### src/rtl/instruction_fetch.sv
// Fetch stage: issues 1-cycle-latency instruction-memory reads from the current PC and
// buffers returned words in a 2-entry queue presented to decode over valid/ready.
module instruction_fetch #(
  parameter int unsigned PROGRAM_COUNTER_WIDTH = 16,
  parameter int unsigned INSTR_WIDTH           = 32
) (
  input  logic                             clk,
  input  logic                             rst,
  input  logic                             enable,
  input  logic                             flush,
  input  logic [PROGRAM_COUNTER_WIDTH-1:0] pc,
  output logic                             pc_run,
  output logic                             imem_en,
  output logic [PROGRAM_COUNTER_WIDTH-1:0] imem_addr,
  input  logic [INSTR_WIDTH-1:0]           imem_rdata,
  output logic                             instr_valid,
  input  logic                             instr_ready,
  output logic [INSTR_WIDTH-1:0]           instr,
  output logic [PROGRAM_COUNTER_WIDTH-1:0] instr_pc
);

  localparam int unsigned CNT_W    = 2;
  localparam int unsigned CREDIT_W = 3;
  localparam int unsigned DEPTH    = 2;

  logic [INSTR_WIDTH-1:0]           data_q [DEPTH];
  logic [INSTR_WIDTH-1:0]           data_d [DEPTH];
  logic [PROGRAM_COUNTER_WIDTH-1:0] tag_q  [DEPTH];
  logic [PROGRAM_COUNTER_WIDTH-1:0] tag_d  [DEPTH];
  logic [CNT_W-1:0]                 count_q, count_d;
  logic                             head_q, head_d;
  logic                             tail_q, tail_d;
  logic                             inflight_v_q, inflight_v_d;
  logic [PROGRAM_COUNTER_WIDTH-1:0] inflight_pc_q, inflight_pc_d;

  logic                             pop;
  logic                             push;
  logic                             issue;
  logic [CREDIT_W-1:0]              credit;

  // Credit counts buffered plus in-flight words, so a returning word always has a slot.
  always_comb begin
    instr_valid = ~rst & (count_q != '0);
    pop         = instr_valid & instr_ready;
    push        = inflight_v_q & ~flush & ~rst;
    credit      = CREDIT_W'(count_q) + CREDIT_W'(inflight_v_q) - CREDIT_W'(pop);
    issue       = ~rst & enable & ~flush & (credit < CREDIT_W'(2));
    imem_en     = issue;
    imem_addr   = pc;
    pc_run      = ~rst & (issue | flush);
    instr       = instr_valid ? data_q[head_q] : '0;
    instr_pc    = instr_valid ? tag_q[head_q]  : '0;
  end

  always_comb begin
    count_d       = count_q;
    head_d        = head_q;
    tail_d        = tail_q;
    inflight_v_d  = inflight_v_q;
    inflight_pc_d = inflight_pc_q;
    data_d        = data_q;
    tag_d         = tag_q;
    if (rst) begin
      count_d       = '0;
      head_d        = 1'b0;
      tail_d        = 1'b0;
      inflight_v_d  = 1'b0;
      inflight_pc_d = '0;
    end else if (flush) begin
      count_d      = '0;
      head_d       = 1'b0;
      tail_d       = 1'b0;
      inflight_v_d = 1'b0;
    end else begin
      if (push) begin
        data_d[tail_q] = imem_rdata;
        tag_d[tail_q]  = inflight_pc_q;
        tail_d         = ~tail_q;
      end
      if (pop) begin
        head_d = ~head_q;
      end
      count_d      = count_q + CNT_W'(push) - CNT_W'(pop);
      inflight_v_d = issue;
      if (issue) begin
        inflight_pc_d = pc;
      end
    end
  end

  always_ff @(posedge clk) begin
    count_q       <= count_d;
    head_q        <= head_d;
    tail_q        <= tail_d;
    inflight_v_q  <= inflight_v_d;
    inflight_pc_q <= inflight_pc_d;
  end

  // Queue payload carries no reset; output gating hides it while empty.
  always_ff @(posedge clk) begin
    data_q <= data_d;
    tag_q  <= tag_d;
  end

endmodule
### config.mk
export PLATFORM = sky130hd
export DESIGN_NAME = instruction_fetch
export DESIGN_NICKNAME = d
export VERILOG_FILES = /design/src/rtl/instruction_fetch.sv
export SDC_FILE = /design/constraint.sdc
export NUM_CORES = 1
export LEC_CHECK = 0
export CORE_ASPECT_RATIO = 1.75
export CORE_MARGIN = 2
export CORE_UTILIZATION = 29
export DETAILED_ROUTE_END_ITERATION = 10
export GPL_TIMING_DRIVEN = 0
export PLACE_DENSITY = 0.63
export SYNTH_ARGS = -nofsm -noshare
export SYNTH_HDL_FRONTEND = slang
export SYNTH_SLANG_ARGS = --single-unit
### constraint.sdc
create_clock -name clk -period 3.8 [get_ports clk]
set_clock_uncertainty 0.05 [all_clocks]
set_input_delay 0.95 -clock clk [delete_from_list [all_inputs] [get_ports clk]]
set_output_delay 0.95 -clock clk [all_outputs]
set_load 0.1 [all_outputs]
==> reports/metrics.cfg, run 1 <==
[route]
via_count=3050
avgViaCountPerCell=4.49
ant_nets=0
routed_wl_um=10500
first_pass_iters=4
drtIter0Drc=57
drc=0
wl_per_cell_um=15.5

[placed_design]
dp_hpwl_um=7460
gp_routability_congestion=0.725
io_buffer_count=119
dp_worst_setup_slack_ns=-2.01
placed_area_um2=6290

[power_and_ir_drop]
cellPowerDensity_nw_per_um2=453
leakage_nw=2.55
ir_drop_mv=0.200

[grt]
grt_max_degree=32
track_usage_pct=12.5
grt_pass1_vias=3284
grt_pass1_wl_um=16500
gr-total-overflow=0
antenna_found_initial=0

[sta]
rsz0062_at_grt=yes
tightest_slew_ns=1.02
setup_viol=2
hold_slack_ns=0.399
max_clock_freq_ghz=0.244
worst_slack_ns=-0.296
finalCriticalPeriod_ns=4.10
period_share_pct=108
hold_violations=0
finalSetupTns_ns=-0.412
relSlewSlack_pct=32.1
finalMaxSlewViolations=0

[worst_hold_path]
hold_depth=0
worst_hold_path.endpoint=tag_q[2]
hold_start=inflight_pc_q[2]
hp-class=reg -> reg

[logic_synthesis]
synthAdderAreaFrac_pct=1.22
synth-xor-area-share_pct=1.24
synth-simple-area-share_pct=7.46
syn_nets=384
syn-instance-count=327
synth-seq-cells=117
synth_cell_type_count=30
synthMuxAreaShare_pct=10.2
synth-compound-area-share_pct=5.03
synth.avg_cell_area_um2=14.5
synth_top_family_by_area=multiplexers
netlist_area_um2=4730
ys_warn_count=0
synth_seq_area_share_pct=69.8

[layout]
area_growth_pct=45.3
drive_gt1_share_pct=25.9
nNetsFinal=534
postLayoutCoreUtil_pct=43.1
layout_common_cells=96 x edfxtp_1, 67 x clkdlybuf4s50_1, 50 x nor2_1, 48 x mux2i_1, 30 x buf_4
fin_area_um2=6870
diodes=0
final_common_cell=edfxtp_1

[clock_network]
clk_latency_ns=0.40
cts_tree=done
cts-root-buf=clkbuf_16
htreeDepth=4
cts_buffer_depth=2
cts_buffers=17
clkSlewWorstSetupHoldPaths_ns=0.06
cts.sinks=117

[worst_setup_path]
worst_path_largest_cell_delay_ns=0.55
r2r-start=count_q[1]
worstReg2RegEnd=inflight_pc_q[1]
crit_arrival_ns=3.10
endpoint_kind=output pin
worst_ep_required_time_ns=2.80
startpoint_type=input pin
crit_type=in -> out
path_cells=buf_8 > o21bai_4 > clkinvlp_4 > and2_4 > ha_4 > nand2b_4 > fa_2 > nor4bb_4 > buf_4 > a21oi_4 > nor2_4 > buf_12
regToRegSetupSlack_ns=0.88
crit_start=rst
slowest_stage=fa_2
worstPathMaxFanout=3
r2r_cells=12

[die]
rows=61
die_area_um2=17400
die_x_um=101
core_um2=16000
die_y_um=173
io_pins=120
start_util_pct=29.7

[outcome]
status=finished, violations left
violations=negative setup slack

[job]
maxCapViolations=0

how the worst max path moves through the flow:
stage                     slack [ns]  depth (start not counted)     end
after global placement         -1.95                         12  pc_run
after global routing           -0.40                         12  pc_run
after floorplan                -0.96                         11  pc_run
after detailed placement       -2.01                         12  pc_run
final                          -0.30                         12  pc_run
after CTS                      -0.26                         12  pc_run
logic make-up after synthesis:
family,count (synthesis)
adder cells (fa/ha/maj),4
multiplexers,48
XOR/XNOR,5
AND/OR/NAND/NOR,80
AO/OA/AOI/OAI,35
buffers and inverters,38
flip-flops,117
Yosys cell counts:
library cell,number,area [µm²]
nand2_1,2,7.51
xnor2_2,1,16.3
dfxtp_1,21,420
buf_12,1,20.0
o21ai_0,8,40.0
a21oi_2,8,70.1
buf_4,16,120
and3_1,1,6.26
fa_1,1,20.0
buf_6,1,11.3
and2_1,3,18.8
xnor2_1,3,26.3
nand4b_1,1,8.76
o21ai_1,1,5.00
nand3_1,16,80.1
nand2b_1,1,6.26
inv_1,3,11.3
mux2i_1,48,480
xor2_2,1,16.3
nand4bb_1,1,11.3
edfxtp_1,96,2880
nor4bb_1,1,10.0
nor2_1,53,199
ha_1,3,37.5
a21oi_1,9,45.0
clkbuf_1,6,22.5
nor3_1,1,5.00
o21ai_2,8,70.1
o21bai_1,1,7.51
buf_2,11,55.1
final cells by class:
cell class,count,area [µm²]
Clock buffer,18,429
Timing Repair Buffer,133,1240
Fill cell,1478,9080
Multi-Input combinational cell,172,1300
Tap cell,189,236
Sequential cell,117,3300
Buffer,33,219
Inverter,3,15.0
Clock inverter,14,131
repair_timing:
item	4_1_cts	5_1_grt
resized for setup	72	50
pin swaps	7	2
endpoints found under the setup margin	51	12
setup buffers	10	2
hold buffers	0	0
registers in the layout, summed over array words and instances, names as in the netlist:
name,flops
head_q,1
count_q,2
inflight_v_q,1
tag_q,32
inflight_pc_q,16
data_q,64
tail_q,1
per-stage QoR:
step / total power (W) / std cells
finish: 0.00312 / 679
global route: 0.00322 / 679
CTS: 0.00315 / 677
detailed placement: 0.00166 / 637
global placement: 0.00166 / 635
floorplan: 0.00157 / 327
metal layers:
metal	part of all wire [%]	track usage, %
met1	35	11.5
met2	59	24.2
met3	4.0	3.52
met4	2.4	6.11
met5	0	0
report_power, final:
group / switching, W / internal [W] / leakage [nW]
registers: 0.00000679 / 0.00140 / 1.00
logic: 0.000140 / 0.0000978 / 1.28
clock network: 0.000572 / 0.000903 / 0.263
total: 0.000718 / 0.00240 / 2.55
critical path: cells and delay by family:
family / cells / cell delay [ns]
and+or+nand+nor: 4 / 0.62
adders and majority gates: 2 / 0.74
buffers and inverters: 4 / 0.55
AOI/OAI and AO/OA: 2 / 0.23
(Power assumes the default switching activity.)
==> run 2, diff against run 1 <==
SKIP_LAST_GASP = 1   (was not set)
==> reports/metrics.cfg, run 2 (same netlist as run 1, synthesis figures left out) <==
[route]
avgViaCountPerCell=4.47
routed_wl_um=10500
drc=0
via_count=3037
drtIter0Drc=53
ant_nets=0
wl_per_cell_um=15.4
first_pass_iters=4

[worst_setup_path]
crit_arrival_ns=3.11
path_cells=buf_8 > o21bai_4 > clkinvlp_4 > and2_4 > ha_4 > nand2b_4 > fa_2 > nor4bb_4 > buf_4 > a21oi_4 > nor2_4 > buf_12
endpoint_kind=output pin
worstPathMaxFanout=3
worst_ep_required_time_ns=2.80
worst_path_largest_cell_delay_ns=0.55
cp.buffers_inverters=4
startpoint_type=input pin
cp_top_family=adder cells
crit_type=in -> out
slowest_stage=fa_2

[clock_network]
cts_buffers=17
cts_tree=done
clk_latency_ns=0.40
ctsHoldBuffers=0
htreeDepth=4
cts-root-buf=clkbuf_16
clkSlewWorstSetupHoldPaths_ns=0.06
cts_buffer_depth=2
cts.sinks=117

[layout]
area_growth_pct=46.5
drive_gt1_share_pct=22.4
final_common_cell=edfxtp_1
regMostFlops=data_q
layout_common_cells=96 x edfxtp_1, 70 x clkdlybuf4s50_1, 50 x nor2_1, 48 x mux2i_1, 37 x dlygate4sd2_1
fill_cells=1472
diodes=0
nNetsFinal=534
reg_top3=data_q x64, tag_q x32, inflight_pc_q x16
largest_reg_flops=64

[placed_design]
gp_routability_congestion=0.725
dp_hpwl_um=7460
io_buffer_count=119
dp_worst_setup_slack_ns=-2.01

[sta]
worst_slack_ns=-0.307
relSlewSlack_pct=32.2
finalCriticalPeriod_ns=4.11
setup_viol=12
finalSetupTns_ns=-0.654
rsz0062_at_grt=yes
finalMaxSlewViolations=0
max_clock_freq_ghz=0.243
hold_violations=0
hold_slack_ns=0.399
tightest_slew_ns=1.02
period_share_pct=108

[power_and_ir_drop]
leakage_nw=2.55
ir_drop_mv=0.200
cellPowerDensity_nw_per_um2=450

[die]
die_x_um=101
die_y_um=173
die_area_um2=17400
rows=61
core_um2=16000
io_pins=120
start_util_pct=29.7

[grt]
track_usage_pct=12.5
gr-total-overflow=0
grt_pass1_vias=3284
antenna_found_initial=0
grt_pass1_wl_um=16500
grt_max_degree=32

[outcome]
status=finished, violations left
violations=negative setup slack

[worst_hold_path]
hp-class=reg -> reg

[job]
maxCapViolations=0

-- run 2: cell count changes in the layout (fill, tap and decap cells not counted) --
cell and delta:
clkbuf_2 -17, dlymetal6s2s_1 -3, clkdlybuf4s50_1 +3, dlygate4sd2_1 +17
-- run 2: worst paths after layout --
check / startpoint / to / slack, ns / depth (start not counted)
worst min-delay path: inflight_pc_q[2] / tag_q[2] / 0.40 / 0
worst max register to register: count_q[1] / inflight_pc_q[1] / 0.87 / 12
worst min register to register: inflight_pc_q[2] / tag_q[2] / 0.40 / 0
worst max-delay path: rst / pc_run / -0.31 / 12
-- run 2: final cells by class --
| type | instances | area, µm² | share of cell area [%] |
|---|---|---|---|
| plain buffers | 33 | 219 | 3.16 |
| flip-flops and latches | 117 | 3300 | 47.7 |
| clock buffers | 18 | 429 | 6.19 |
| multi-input cells | 172 | 1300 | 18.7 |
| well taps | 189 | 236 | 3.41 |
| clock inverters | 14 | 131 | 1.90 |
| inverters | 3 | 15.0 | 0.217 |
| repair buffers | 133 | 1300 | 18.7 |
-- run 2: power breakdown --
| part | total (W) | switching, W | internal [W] | leakage [nW] |
|---|---|---|---|---|
| logic | 0.000238 | 0.000140 | 0.0000980 | 1.29 |
| registers | 0.00140 | 0.00000675 | 0.00140 | 1.00 |
| clock network | 0.00147 | 0.000570 | 0.000903 | 0.263 |
| total | 0.00312 | 0.000717 | 0.00240 | 2.55 |
-- run 2: layer usage --
metal | vias to the layer above | wire length, µm | GRT usage, %
met3 | 20 | 427 | 3.52
met1 | 1456 | 3640 | 11.5
met5 | - | 0 | 0
li1 | 1477 | - | -
met4 | 0 | 243 | 6.11
met2 | 84 | 6160 | 24.2
-- run 2: timing repair --
| item | 4_1_cts | 5_1_grt |
|---|---|---|
| setup endpoints to repair | 51 | 12 |
| pin swaps | 7 | 2 |
| gates resized for setup | 72 | 13 |
| buffers inserted | 10 | 2 |
-- run 2: per-stage QoR --
step	instances	util (%)	total power [W]	cell area [µm²]
after global placement	635	39.1	0.00166	6240
after detailed placement	637	39.4	0.00166	6290
after global routing	679	43.4	0.00322	6930
final	679	43.4	0.00312	6930
after floorplan	327	-	0.00157	4820
after CTS	677	43.3	0.00315	6900
